--- src/rtl/rf_seq_pkg.sv ---
// Shared types and widths for the register-file access sequencer.
package rf_seq_pkg;

    localparam int unsigned RF_DATA_W = 32;
    localparam int unsigned RF_ADDR_W = 5;
    localparam int unsigned RF_WIN_W  = 2;

    // r0 is hardwired to zero in the register file
    localparam logic [RF_ADDR_W-1:0] RF_R0 = '0;

    typedef enum logic [2:0] {
        ST_IDLE    = 3'd0,
        ST_RD_A    = 3'd1,
        ST_RD_B    = 3'd2,
        ST_OPND    = 3'd3,
        ST_WAIT_WB = 3'd4,
        ST_WRITE   = 3'd5
    } rf_seq_state_e;

endpackage

--- src/rtl/regfile_access_seq.sv ---
// Serialises one instruction's operand reads and its write-back onto the
// single port of the windowed register file.
// Optional feature: define RF_ZERO_SKIP_EN to skip port reads of r0 sources.
module regfile_access_seq
    import rf_seq_pkg::*;
(
    input  logic                 Clk,
    input  logic                 Clr,
    input  logic                 req_valid,
    output logic                 req_ready,
    input  logic [RF_ADDR_W-1:0] req_rs1,
    input  logic [RF_ADDR_W-1:0] req_rs2,
    input  logic                 req_use_rs2,
    input  logic [RF_ADDR_W-1:0] req_rd,
    input  logic                 req_wr,
    input  logic [RF_WIN_W-1:0]  cwp,
    output logic                 opnd_valid,
    input  logic                 opnd_ready,
    output logic [RF_DATA_W-1:0] opnd_a,
    output logic [RF_DATA_W-1:0] opnd_b,
    input  logic                 wb_valid,
    output logic                 wb_ready,
    input  logic [RF_DATA_W-1:0] wb_data,
    output logic                 rf_enable,
    output logic                 rf_rw,
    output logic [RF_ADDR_W-1:0] rf_r_num,
    output logic [RF_WIN_W-1:0]  rf_window,
    output logic [RF_DATA_W-1:0] rf_in,
    input  logic [RF_DATA_W-1:0] rf_out
);

`ifdef RF_ZERO_SKIP_EN
    localparam bit ZERO_SKIP = 1'b1;
`else
    localparam bit ZERO_SKIP = 1'b0;
`endif

    rf_seq_state_e        state_q, state_d;
    logic [RF_ADDR_W-1:0] rs2_q, rs2_d;
    logic                 use_rs2_q, use_rs2_d;
    logic [RF_ADDR_W-1:0] rd_q, rd_d;
    logic                 wr_q, wr_d;
    logic [RF_WIN_W-1:0]  win_q, win_d;
    logic [RF_DATA_W-1:0] opnd_a_q, opnd_a_d;
    logic [RF_DATA_W-1:0] opnd_b_q, opnd_b_d;
    logic [RF_ADDR_W-1:0] rf_r_num_q, rf_r_num_d;
    logic [RF_WIN_W-1:0]  rf_window_q, rf_window_d;
    logic [RF_DATA_W-1:0] rf_in_q, rf_in_d;
    logic                 req_ready_q, req_ready_d;
    logic                 opnd_valid_q, opnd_valid_d;
    logic                 wb_ready_q, wb_ready_d;
    logic                 rf_enable_q, rf_enable_d;
    logic                 rf_rw_q, rf_rw_d;

    // Next-state, latch updates and port drive; flags decode the next state
    always_comb begin
        state_d      = state_q;
        rs2_d        = rs2_q;
        use_rs2_d    = use_rs2_q;
        rd_d         = rd_q;
        wr_d         = wr_q;
        win_d        = win_q;
        opnd_a_d     = opnd_a_q;
        opnd_b_d     = opnd_b_q;
        rf_r_num_d   = rf_r_num_q;
        rf_window_d  = rf_window_q;
        rf_in_d      = rf_in_q;
        req_ready_d  = 1'b0;
        opnd_valid_d = 1'b0;
        wb_ready_d   = 1'b0;
        rf_enable_d  = 1'b0;
        rf_rw_d      = 1'b0;

        unique case (state_q)
            ST_IDLE: begin
                if (req_valid) begin
                    rs2_d     = req_rs2;
                    use_rs2_d = req_use_rs2;
                    rd_d      = req_rd;
                    wr_d      = req_wr;
                    win_d     = cwp;
                    if (ZERO_SKIP && (req_rs1 == RF_R0)) begin
                        opnd_a_d = '0;
                        if (req_use_rs2 && !(req_rs2 == RF_R0)) begin
                            state_d     = ST_RD_B;
                            rf_r_num_d  = req_rs2;
                            rf_window_d = cwp;
                        end else begin
                            state_d  = ST_OPND;
                            opnd_b_d = '0;
                        end
                    end else begin
                        state_d     = ST_RD_A;
                        rf_r_num_d  = req_rs1;
                        rf_window_d = cwp;
                    end
                end
            end
            ST_RD_A: begin
                opnd_a_d = rf_out;
                if (use_rs2_q && !(ZERO_SKIP && (rs2_q == RF_R0))) begin
                    state_d    = ST_RD_B;
                    rf_r_num_d = rs2_q;
                end else begin
                    state_d  = ST_OPND;
                    opnd_b_d = '0;
                end
            end
            ST_RD_B: begin
                opnd_b_d = rf_out;
                state_d  = ST_OPND;
            end
            ST_OPND: begin
                if (opnd_ready) begin
                    state_d = (wr_q && (rd_q != RF_R0)) ? ST_WAIT_WB : ST_IDLE;
                end
            end
            ST_WAIT_WB: begin
                if (wb_valid) begin
                    state_d     = ST_WRITE;
                    rf_in_d     = wb_data;
                    rf_r_num_d  = rd_q;
                    rf_window_d = win_q;
                end
            end
            ST_WRITE: begin
                state_d = ST_IDLE;
            end
            default: begin
                state_d = ST_IDLE;
            end
        endcase

        req_ready_d  = (state_d == ST_IDLE);
        opnd_valid_d = (state_d == ST_OPND);
        wb_ready_d   = (state_d == ST_WAIT_WB);
        rf_enable_d  = (state_d == ST_RD_A) || (state_d == ST_RD_B) || (state_d == ST_WRITE);
        rf_rw_d      = (state_d == ST_WRITE);
    end

    // State and latch registers with synchronous reset
    always_ff @(posedge Clk) begin
        if (Clr) begin
            state_q      <= ST_IDLE;
            rs2_q        <= '0;
            use_rs2_q    <= 1'b0;
            rd_q         <= '0;
            wr_q         <= 1'b0;
            win_q        <= '0;
            opnd_a_q     <= '0;
            opnd_b_q     <= '0;
            rf_r_num_q   <= '0;
            rf_window_q  <= '0;
            rf_in_q      <= '0;
            req_ready_q  <= 1'b1;
            opnd_valid_q <= 1'b0;
            wb_ready_q   <= 1'b0;
            rf_enable_q  <= 1'b0;
            rf_rw_q      <= 1'b0;
        end else begin
            state_q      <= state_d;
            rs2_q        <= rs2_d;
            use_rs2_q    <= use_rs2_d;
            rd_q         <= rd_d;
            wr_q         <= wr_d;
            win_q        <= win_d;
            opnd_a_q     <= opnd_a_d;
            opnd_b_q     <= opnd_b_d;
            rf_r_num_q   <= rf_r_num_d;
            rf_window_q  <= rf_window_d;
            rf_in_q      <= rf_in_d;
            req_ready_q  <= req_ready_d;
            opnd_valid_q <= opnd_valid_d;
            wb_ready_q   <= wb_ready_d;
            rf_enable_q  <= rf_enable_d;
            rf_rw_q      <= rf_rw_d;
        end
    end

    // Reset gates the handshake and the port enable immediately, so a write
    // in flight when Clr rises never reaches the register file
    assign req_ready  = req_ready_q & ~Clr;
    assign rf_enable  = rf_enable_q & ~Clr;
    assign opnd_valid = opnd_valid_q;
    assign wb_ready   = wb_ready_q;
    assign rf_rw      = rf_rw_q;
    assign opnd_a     = opnd_a_q;
    assign opnd_b     = opnd_b_q;
    assign rf_r_num   = rf_r_num_q;
    assign rf_window  = rf_window_q;
    assign rf_in      = rf_in_q;

endmodule

--- config.mk ---
export PLATFORM = sky130hd
export DESIGN_NAME = regfile_access_seq
export DESIGN_NICKNAME = d
export VERILOG_FILES = /design/src/rtl/rf_seq_pkg.sv /design/src/rtl/regfile_access_seq.sv
export SDC_FILE = /design/constraint.sdc
export NUM_CORES = 1
export LEC_CHECK = 0
export CAP_MARGIN = 20
export CORE_MARGIN = 4
export CORE_UTILIZATION = 42
export DETAILED_ROUTE_END_ITERATION = 8
export PLACE_DENSITY = 0.8
export SLEW_MARGIN = 20
export SYNTH_ARGS = -nofsm -noshare
export SYNTH_HDL_FRONTEND = slang
export SYNTH_SLANG_ARGS = --single-unit
--- constraint.sdc ---
create_clock -name Clk -period 2 [get_ports Clk]
set_input_delay 0.6 -clock Clk [delete_from_list [all_inputs] [get_ports Clk]]
set_output_delay 0.6 -clock Clk [all_outputs]
set_load 0.005 [all_outputs]
==> run summary, run 1 <==
=====================================================================================
Number of clock sinks seen by CTS                                                 125
CP Data Required Time                                                         1.40 ns
Adder-Cell Fraction of Synth Area                                                  0%
Share of final-layout standard cells stronger than drive strength 1             8.17%
Clock buffer count from CTS                                                        17
Leak pwr                                                                      3.34 nW
Final hold slack                                                             0.451 ns
CTS Hold Bufs                                                                       0
Layout overhead on the synthesized area                                         62.8%
Filler instances                                                                  806
Synth cell types                                                                   32
Final wirelength                                                              13.2 mm
Largest delay share family, worst path                                   buffers and inverters
Worst Tran Pin Value                                                         0.419 ns
Period minus WS final                                                         1.97 ns
Synthesized Nets                                                                  593
Max stage delay on crit path                                                  0.53 ns
Number of antenna repair diodes                                                     0
Clock-pin slew on the worst setup and hold paths                              0.06 ns
Net Sw Frac                                                                     24.7%
Netlist area before placement                                            0.00441 sq mm
Fmax                                                                          508 MHz
Global route overflow                                                               0
Core area                                                                0.0103 sq mm
GP Congestion                                                                   0.790
Critical path's slowest cell                                             sky130_fd_sc_hd__clkdlybuf4s50_1
Maximum level of the CTS H-tree                                                     4
Portion of total power attributed to the clock network                          44.5%
Path class of the lowest-slack min-delay path                                 reg2reg
Switching pwr                                                                 1.69 mW
Reg power frac                                                                  40.5%
Cell row count                                                                     37
Initial DRC Count                                                                 326
Type of the worst setup path                                                  reg2out
Placed standard-cell area                                                0.00649 sq mm
Wire per inst                                                                 15.6 um
Worst slew margin relative to its limit                                         72.0%
Number of warnings printed during yosys synthesis                                   0
Buf+Inv Stages, Crit Path                                                           1
Half-perimeter wire length after placement                                    9.39 mm
Fraction of the yosys area taken by sequential cells                            56.7%
Cell Chain, Critical Path                                                clkdlybuf4s50_1
Pin count of the biggest net entering global routing                               41
Area taken by multi-input logic gates                                    0.00172 sq mm
Maximum clock skew at final layout                                          0.0103 ns
Global router's overall resource usage                                          21.3%
Io pins                                                                           196
Number of vias per cell                                                          5.03
Placement-stage worst setup slack                                           -0.182 ns
Area fraction in compound gates after synthesis                                 19.4%
Simple-gate share of the synthesized area                                       19.3%
Initial Util                                                                    42.9%
Final Max Slew Viols                                                                0
Area used by sequential logic in the layout                              0.00251 sq mm
XOR/XNOR Fraction of Synth Area                                                    0%
Die outline area                                                         0.0122 sq mm
VDD IR max                                                                 0.000455 V
Horizontal extent of the die                                                   110 um
First-pass GRT wire length                                                    21.3 mm
Areal power density over the cells                                        952 mW/mm^2
Final total negative setup slack                                                 0 ns
Vias in the first global route                                                   4246
Startpoint type of the worst setup path                                      register
Internal power                                                                5.15 mW
Net total in the final layout                                                     785
Via count of the routed design                                                   4254
CP Data Arrival Time                                                          1.37 ns
Number of max-cap violations                                                        0
Portion of total power attributed to combinational logic                        15.0%
Dominant combinational cell family by area after synthesis               compound AO/OA/AOI/OAI gates
Syn Area/Cell                                                              8.74 sq um
Top library cells by usage in the layout, fill and taps aside            sky130_fd_sc_hd__nand2_1, sky130_fd_sc_hd__clkdlybuf4s50_1, sky130_fd_sc_hd__dfxtp_1
Run status                                                               finished clean
Source-to-sink clock delay at the later pin of the worst-skew pair            0.51 ns
Y dimension of the die                                                         110 um
Root buf cell                                                            sky130_fd_sc_hd__clkbuf_8
Instance count of the mapped netlist                                              505
Number of setup buffers added after CTS                                             0
Most frequent standard cell in the layout excluding fill and tap cells   sky130_fd_sc_hd__nand2_1
Mux contribution to synthesized area                                           0.227%
Cell area after layout                                                   0.00718 sq mm
CTS tree                                                                         done
Drt pass-1 iters                                                                    4
Final Hold Fails                                                                    0
Finish-stage setup viols                                                            0
Post-route fraction of the period consumed by the critical path                 98.3%
CTS Buffer Depth                                                                    2
Critical Path Fanout Max                                                            2
Total power after layout                                                      6.84 mW
Final worst setup slack                                                     0.0332 ns
Number of antenna violations at the first check in global routing                   0
Final ANT Viol Nets                                                                 0
Number of buffer cells added on primary ports                                     195
Post-route DRC violation count                                                      0
Count of state elements after synthesis                                           125
Setup crit end kind                                                        output pin
=====================================================================================
## synthesized netlist by cell type
cell	number	area share [%]
sky130_fd_sc_hd__and3_1	3	0.43
sky130_fd_sc_hd__or4_1	1	0.17
sky130_fd_sc_hd__buf_2	12	1.4
sky130_fd_sc_hd__a221o_1	1	0.23
sky130_fd_sc_hd__nand2b_1	4	0.57
sky130_fd_sc_hd__clkbuf_1	20	1.7
sky130_fd_sc_hd__buf_1	1	0.085
sky130_fd_sc_hd__inv_2	1	0.085
sky130_fd_sc_hd__a221oi_1	5	0.99
sky130_fd_sc_hd__buf_6	3	0.77
sky130_fd_sc_hd__nand3_1	4	0.45
sky130_fd_sc_hd__o2bb2ai_1	1	0.20
sky130_fd_sc_hd__nor2b_1	10	1.4
sky130_fd_sc_hd__a21oi_1	82	9.3
sky130_fd_sc_hd__and2_1	3	0.43
sky130_fd_sc_hd__a311oi_1	3	0.60
sky130_fd_sc_hd__o21ai_0	3	0.34
sky130_fd_sc_hd__a22o_1	36	7.1
sky130_fd_sc_hd__or3b_1	1	0.20
sky130_fd_sc_hd__nand2_1	162	14
sky130_fd_sc_hd__buf_4	1	0.17
sky130_fd_sc_hd__inv_1	3	0.26
sky130_fd_sc_hd__o21ai_2	1	0.20
sky130_fd_sc_hd__mux2i_1	1	0.23
sky130_fd_sc_hd__nor2_1	7	0.60
sky130_fd_sc_hd__nor2_2	1	0.14
sky130_fd_sc_hd__dfxtp_1	125	57
sky130_fd_sc_hd__o32a_1	1	0.23
sky130_fd_sc_hd__o22ai_1	1	0.14
sky130_fd_sc_hd__nor3_1	6	0.68
sky130_fd_sc_hd__nor2_4	1	0.26
sky130_fd_sc_hd__nor4_1	1	0.14
## routing by layer
layer / vias to the layer above / GRT usage [%] / share of wire (%)
li1: 2097 / - / -
met1: 1963 / 24.6 / 42
met2: 174 / 35.3 / 49
met3: 20 / 7.84 / 7.2
met4: 0 / 9.52 / 2.2
met5: - / 0 / 0
## registers in the layout, indices dropped and copies added, names as in the netlist, 2 cells and up
register and count:
opnd_a 32, rf_in 32, rd_q 5, rf_window 2, rs2_q 5, state_q 3, rf_r_num 5, opnd_b 32
win_q 2
## path summary, 6_finish.rpt
check,startpoint,to,slack [ns],cells after the start
worst max register to register,state_q[2]$_SDFF_PP0_,rf_r_num[4]$_SDFFE_PP0P_,0.24,4
worst max-delay path,rf_r_num[1]$_SDFFE_PP0P_,rf_r_num[1],0.03,1
worst min register to register,opnd_a[0]$_SDFFE_PP0N_,opnd_a[0]$_SDFFE_PP0N_,0.45,2
worst min-delay path,opnd_a[0]$_SDFFE_PP0N_,opnd_a[0]$_SDFFE_PP0N_,0.45,2
## timing repair
| item | in CTS | in global routing |
|---|---|---|
| gates cloned | 0 | 0 |
| resized for setup | 13 | 44 |
| setup endpoints to repair | 13 | 44 |
## logic make-up after synthesis
logic type      after synthesis
simple gates                204
mux                           1
compound gates              134
buf+inv                      41
flops                       125
## area by class of cell
class	instances	area share, %
clock buffers	19	6.01
clock inverters	13	2.33
inverters	4	0.209
multi-input cells	339	24.0
flip-flops and latches	125	34.9
well taps	136	2.37
repair buffers	210	30.2
## per-stage QoR
stage | util (%) | cells
2_1_floorplan | - | 505
3_3_place_gp | 63.2 | 814
3_5_place_dp | 63.2 | 814
4_1_cts | 68.9 | 846
5_1_grt | 69.9 | 846
6_report | 69.9 | 846
## worst reg2reg max path: stages (launching register included)
cell and delay [ns]:
sky130_fd_sc_hd__dfxtp_1 0.57, sky130_fd_sc_hd__mux2i_1 0.38, sky130_fd_sc_hd__o32a_1 0.40, sky130_fd_sc_hd__nor2b_1 0.20, sky130_fd_sc_hd__nor3_1 0.06
## power groups by stage
| stage | sequential, mW | clock, mW | combinational (mW) |
|---|---|---|---|
| 4_1_cts | 2.77 | 3.11 | 1.05 |
| 3_3_place_gp | 2.82 | 0 | 1.03 |
| 5_1_grt | 2.79 | 3.23 | 1.12 |
| 2_1_floorplan | 2.81 | 0 | 0.461 |
| 6_report | 2.77 | 3.04 | 1.03 |
| 3_5_place_dp | 2.82 | 0 | 1.05 |
(Power assumes the default switching activity.)
==> run 2, diff against run 1 <==
--- a/config.mk
+++ b/config.mk
@@ -9,7 +9,7 @@
 export CORE_MARGIN = 4
 export CORE_UTILIZATION = 42
 export DETAILED_ROUTE_END_ITERATION = 8
-export PLACE_DENSITY = 0.8
+export PLACE_DENSITY = 0.78
 export SLEW_MARGIN = 20
 export SYNTH_ARGS = -nofsm -noshare
 export SYNTH_HDL_FRONTEND = slang
==> run 2 against run 1 <==
  * Sequential power about the same
  * Final area increased by 1.4%
  * Worst hold slack got worse by 0.00090 ns
  * Register-to-register slack got worse by 0.03 ns
  * Routed wire length increased by 2.7%
  * First-iteration DRC count decreased by 12%
  * Global-route usage increased by 0.66 points
==> run summary, run 2 (synthesized netlist as in run 1, its figures left out) <==
=====================================================================================
Global router's overall resource usage                                          22.0%
CTS Hold Bufs                                                                       0
Filler instances                                                                  768
Routed length on met3                                                         1.19 mm
Max stage delay on crit path                                                  0.51 ns
Number of antenna violations at the first check in global routing                   0
Reg power frac                                                                  39.7%
Most frequent standard cell in the layout excluding fill and tap cells   sky130_fd_sc_hd__nand2_1
M1 wire length                                                                5.69 mm
Final Max Slew Viols                                                                0
Run status                                                               finished clean
GP Congestion                                                                   0.824
Y dimension of the die                                                         110 um
Net Sw Frac                                                                     23.9%
Portion of total power attributed to combinational logic                        15.1%
Initial Util                                                                    42.9%
Clock-pin slew on the worst setup and hold paths                              0.06 ns
Internal power                                                                5.33 mW
Number of clock sinks seen by CTS                                                 125
Final cell count without fillers                                                  849
Pin count of the biggest net entering global routing                               48
Startpoint type of the worst setup path                                      register
Period minus WS final                                                         1.97 ns
Critical path's slowest cell                                             sky130_fd_sc_hd__clkdlybuf4s50_1
Reg2Reg Capture Point                                                    rf_r_num[1]$_SDFFE_PP0P_
Register-to-register setup slack                                              0.21 ns
Stages on worst setup path                                                          1
Net total in the final layout                                                     788
Worst slew margin relative to its limit                                         65.5%
Switching pwr                                                                 1.67 mW
Via count of the routed design                                                   4356
Highest layer used for signal routing                                            met4
Half-perimeter wire length after placement                                    9.41 mm
Number of instances in the placed design                                          817
Placed standard-cell area                                                0.00654 sq mm
Share of final-layout standard cells stronger than drive strength 1             9.40%
CTS Buffer Depth                                                                    2
Total power after layout                                                      7.00 mW
Number of setup buffers added after CTS                                             0
First-pass GRT wire length                                                    22.1 mm
CP Data Required Time                                                         1.40 ns
Initial DRC Count                                                                 287
Buf+Inv Stages, Crit Path                                                           1
Number of buffer cells added on primary ports                                     195
Type of the worst setup path                                                  reg2out
CTS tree                                                                         done
Drt pass-1 iters                                                                    4
Path class of the lowest-slack min-delay path                                 reg2reg
Startpoint of the lowest-slack hold path                                 rf_in[28]$_SDFFE_PP0P_
Portion of total power attributed to the clock network                          45.3%
Number of antenna repair diodes                                                     0
Worst Hold Endpoint                                                      rf_in[28]$_SDFFE_PP0P_
Critical Path Fanout Max                                                            2
Post-route fraction of the period consumed by the critical path                 98.6%
Die outline area                                                         0.0122 sq mm
Final wirelength                                                              13.5 mm
Cell row count                                                                     37
VDD IR max                                                                 0.000506 V
Clock buffer count from CTS                                                        17
Root buf cell                                                            sky130_fd_sc_hd__clkbuf_8
Fmax                                                                          507 MHz
Final Hold Fails                                                                    0
Beginning of the worst register-to-register path                         state_q[2]$_SDFF_PP0_
Post-route DRC violation count                                                      0
Finish-stage setup viols                                                            0
Maximum level of the CTS H-tree                                                     4
Top library cells by usage in the layout, fill and taps aside            sky130_fd_sc_hd__nand2_1, sky130_fd_sc_hd__clkdlybuf4s50_1, sky130_fd_sc_hd__dfxtp_1
Placement-stage worst setup slack                                           -0.107 ns
Horizontal extent of the die                                                   110 um
Number of vias per cell                                                          5.13
Final ANT Viol Nets                                                                 0
Largest delay share family, worst path                                   buffers and inverters
Final worst setup slack                                                     0.0285 ns
Number of max-cap violations                                                        0
Io pins                                                                           196
Worst-case reg-to-reg path depth                                                    5
Global route overflow                                                               0
Vias in the first global route                                                   4417
Hold depth                                                                          2
Worst Tran Pin Value                                                         0.517 ns
Areal power density over the cells                                        961 mW/mm^2
Layout overhead on the synthesized area                                         65.1%
Core area                                                                0.0103 sq mm
Source-to-sink clock delay at the later pin of the worst-skew pair            0.51 ns
Setup crit end kind                                                        output pin
CP Data Arrival Time                                                          1.37 ns
Cell Chain, Critical Path                                                clkdlybuf4s50_1
WL met2                                                                       6.38 mm
Cell area after layout                                                   0.00728 sq mm
Leak pwr                                                                      3.51 nW
Final total negative setup slack                                                 0 ns
Wire per inst                                                                 15.9 um
Maximum clock skew at final layout                                         0.00595 ns
=====================================================================================
## run 2: final cells by class
cell class / count / area (sq um) / share of cell area [%]
Sequential cell: 125 / 2520 / 34.6
Timing Repair Buffer: 213 / 2240 / 30.8
Multi-Input combinational cell: 339 / 1720 / 23.6
Clock buffer: 22 / 453 / 6.22
Tap cell: 136 / 170 / 2.34
Clock inverter: 10 / 163 / 2.23
Inverter: 4 / 15.0 / 0.206
## run 2: worst max-delay path by stage
stage                                to  slack, ns                    start
2_1_floorplan                 req_ready       0.46                      Clr
3_3_place_gp   rf_r_num[2]$_SDFFE_PP0P_      -0.06                 wb_valid
3_5_place_dp   rf_r_num[0]$_SDFFE_PP0P_      -0.11                req_valid
4_1_cts                      opnd_a[14]     0.0006  opnd_a[14]$_SDFFE_PP0N_
5_1_grt                       opnd_b[2]      -0.03   opnd_b[2]$_SDFFE_PP0P_
6_report                      opnd_b[2]       0.03   opnd_b[2]$_SDFFE_PP0P_
## run 2: metal layers
layer | up-vias | global-route usage, %
met3 | 22 | 9.48
li1 | 2101 | -
met5 | - | 0
met1 | 2046 | 25.6
met4 | 0 | 7.22
met2 | 187 | 36.4
## run 2: worst min-delay path: stages (launching register included)
cell                      delay (ns)
sky130_fd_sc_hd__dfxtp_1        0.30
sky130_fd_sc_hd__nand2_1        0.05
sky130_fd_sc_hd__a21oi_1        0.05
## run 2: stage by stage
stage	util [%]	hold slack, ns
final	70.9	0.450
after global routing	70.9	0.473
after CTS	69.6	0.454
after detailed placement	63.6	0.446
after global placement	63.6	0.441
after floorplan	-	0.433
## run 2: what timing repair did
action                                  CTS  global route
endpoints found under the setup margin   11            58
hold endpoints to repair                  0             0
resized for setup                        11            58
## run 2: power groups by stage
stage	combinational, mW	sequential, mW	clock [mW]
2_1_floorplan	0.461	2.81	0
4_1_cts	1.08	2.77	3.23
5_1_grt	1.16	2.80	3.34
3_5_place_dp	1.07	2.83	0
3_3_place_gp	1.05	2.81	0
6_report	1.06	2.78	3.17
==> run 3, diff against run 2 <==
==> constraint.sdc (replaced) <==
create_clock -name Clk -period 2 [get_ports Clk]
set_input_delay 0.6 -clock Clk [delete_from_list [all_inputs] [get_ports Clk]]
set_output_delay 0.6 -clock Clk [all_outputs]
set_load 0.02 [all_outputs]
==> run 3 against run 2 <==
  * Sequential share of layout area grew 1.0 points
  * Worst setup slack improved by 0.069 ns
  * Combinational power is 7% higher
  * Die area is the same
  * Sequential cell count unchanged
  * Register-to-register slack improved by 0.03 ns
  * Sequential power about the same
  * Total power rose by 1.3%
  * Worst hold slack hardly changed
  * Maximum frequency up 3.6%
  * Clock power about the same
  * Critical path type unchanged
==> run summary, run 3 (synthesized netlist as in run 1, its figures left out) <==
=====================================================================================
Core area                                                                0.0103 sq mm
Type of the worst setup path                                                  reg2out
Net total in the final layout                                                     788
Clock buffer count from CTS                                                        17
Max stage delay on crit path                                                  0.35 ns
Vias in the first global route                                                   4374
Beginning of the worst register-to-register path                         state_q[2]$_SDFF_PP0_
Area taken by multi-input logic gates                                    0.00172 sq mm
Hold depth                                                                          2
Final total negative setup slack                                                 0 ns
Via count of the routed design                                                   4296
Most frequent standard cell in the layout excluding fill and tap cells   sky130_fd_sc_hd__nand2_1
Worst slew margin relative to its limit                                         66.7%
Fmax                                                                          526 MHz
Number of vias per cell                                                          5.06
Setup crit end kind                                                        output pin
Worst Tran Pin Value                                                         0.499 ns
Die outline area                                                         0.0122 sq mm
Pin count of the biggest net entering global routing                               48
Worst Hold Endpoint                                                      rf_in[28]$_SDFFE_PP0P_
GP Congestion                                                                   0.825
Areal power density over the cells                                       1010 mW/mm^2
Reg2Reg Capture Point                                                    rf_r_num[2]$_SDFFE_PP0P_
Run status                                                               finished clean
Critical path's slowest cell                                             sky130_fd_sc_hd__dlygate4sd2_1
Period minus WS final                                                         1.90 ns
Number of antenna violations at the first check in global routing                   0
CP Data Required Time                                                         1.40 ns
Drt pass-1 iters                                                                    4
Number of buffer cells added on primary ports                                     195
Initial Util                                                                    42.9%
Maximum level of the CTS H-tree                                                     4
CTS Hold Bufs                                                                       0
Source-to-sink clock delay at the later pin of the worst-skew pair            0.50 ns
Buf+Inv Stages, Crit Path                                                           1
Cell Chain, Critical Path                                                nor2b_1, dlygate4sd2_1
Y dimension of the die                                                         110 um
Worst-case reg-to-reg path depth                                                    5
Placed standard-cell area                                                0.00654 sq mm
Final Max Slew Viols                                                                0
Final wirelength                                                              13.1 mm
Leak pwr                                                                      3.11 nW
Share of final-layout standard cells stronger than drive strength 1             7.85%
Root buf cell                                                            sky130_fd_sc_hd__clkbuf_8
Startpoint of the lowest-slack hold path                                 rf_in[28]$_SDFFE_PP0P_
Horizontal extent of the die                                                   110 um
Global route overflow                                                               0
CP Data Arrival Time                                                          1.30 ns
Number of setup buffers added after CTS                                             0
Top library cells by usage in the layout, fill and taps aside            sky130_fd_sc_hd__nand2_1, sky130_fd_sc_hd__dfxtp_1, sky130_fd_sc_hd__dlygate4sd2_1
Initial DRC Count                                                                 156
Final Hold Fails                                                                    0
Filler instances                                                                  873
CTS Buffer Depth                                                                    2
Register-to-register setup slack                                              0.24 ns
Io pins                                                                           196
Post-route fraction of the period consumed by the critical path                 95.1%
Cell row count                                                                     37
Area used by sequential logic in the layout                              0.00250 sq mm
Maximum clock skew at final layout                                         0.00957 ns
First-pass GRT wire length                                                    21.5 mm
Number of max-cap violations                                                        0
Critical Path Fanout Max                                                            1
Global router's overall resource usage                                          21.3%
Number of antenna repair diodes                                                     0
Final ANT Viol Nets                                                                 0
Clock-pin slew on the worst setup and hold paths                              0.06 ns
Number of clock sinks seen by CTS                                                 125
Post-route DRC violation count                                                      0
Unrepaired setup endpoints after global routing                                    no
CTS tree                                                                         done
Startpoint type of the worst setup path                                      register
Cell area after layout                                                   0.00703 sq mm
Finish-stage setup viols                                                            0
Path class of the lowest-slack min-delay path                                 reg2reg
Layout overhead on the synthesized area                                         59.2%
Largest delay share family, worst path                                   buffers and inverters
Half-perimeter wire length after placement                                    9.32 mm
VDD IR max                                                                 0.000618 V
Wire per inst                                                                 15.4 um
=====================================================================================
[run 3: cell type report]
type                    instances  share of cell area (%)
flip-flops and latches        125                    35.6
repair buffers                213                    28.4
multi-input cells             339                    24.5
clock buffers                  19                    6.14
clock inverters                13                    2.67
well taps                     136                    2.42
inverters                       4                   0.214
[run 3: how the worst max path moves through the flow]
stage	start	endpoint	slack, ns	cells past startpoint
detailed placement	wb_valid	rf_r_num[2]$_SDFFE_PP0P_	-0.15	6
global route	rf_enable_q$_SDFF_PP0_	rf_enable	0.003	2
global placement	Clr	req_ready	-0.12	3
CTS	rf_enable_q$_SDFF_PP0_	rf_enable	0.06	2
finish	rf_enable_q$_SDFF_PP0_	rf_enable	0.1	2
floorplan	Clr	req_ready	0.29	2
[run 3: power breakdown]
part / internal [mW] / total, mW / switching, mW
Combinational: 0.496 / 1.13 / 0.637
Sequential: 2.67 / 2.76 / 0.0972
Clock: 2.07 / 3.20 / 1.13
[run 3: tightest hold or removal path, cell delays in order, from the launching register on]
cell and delay [ns]:
sky130_fd_sc_hd__dfxtp_1 0.30, sky130_fd_sc_hd__nand2_1 0.05, sky130_fd_sc_hd__a21oi_1 0.05
[run 3: per-stage QoR]
stage | utilization, % | hold WS, ns | power, mW | instances | setup WS (ns)
final | 68.4 | 0.450 | 7.09 | 849 | 0.0977
after global routing | 68.4 | 0.465 | 7.39 | 849 | 0.00322
after CTS | 68.4 | 0.453 | 7.15 | 849 | 0.0603
after detailed placement | 63.6 | 0.447 | 4.06 | 817 | -0.152
after global placement | 63.6 | 0.441 | 4.02 | 817 | -0.125
after floorplan | - | 0.433 | 3.44 | 505 | 0.290
[run 3: repair_timing]
action,4_1_cts,5_1_grt
setup endpoints to repair,108,0
resized for setup,108,0
endpoints found under the hold margin,0,0
[run 3: per-layer routing]
layer | share of wire, % | up-vias | global-route usage (%) | wire length, um
met5 | 0 | - | 0 | 0
met4 | 1.7 | 0 | 6.65 | 217
met3 | 8.9 | 19 | 8.60 | 1170
met2 | 47 | 175 | 35.8 | 6190
met1 | 42 | 2000 | 24.9 | 5530
li1 | - | 2102 | - | -
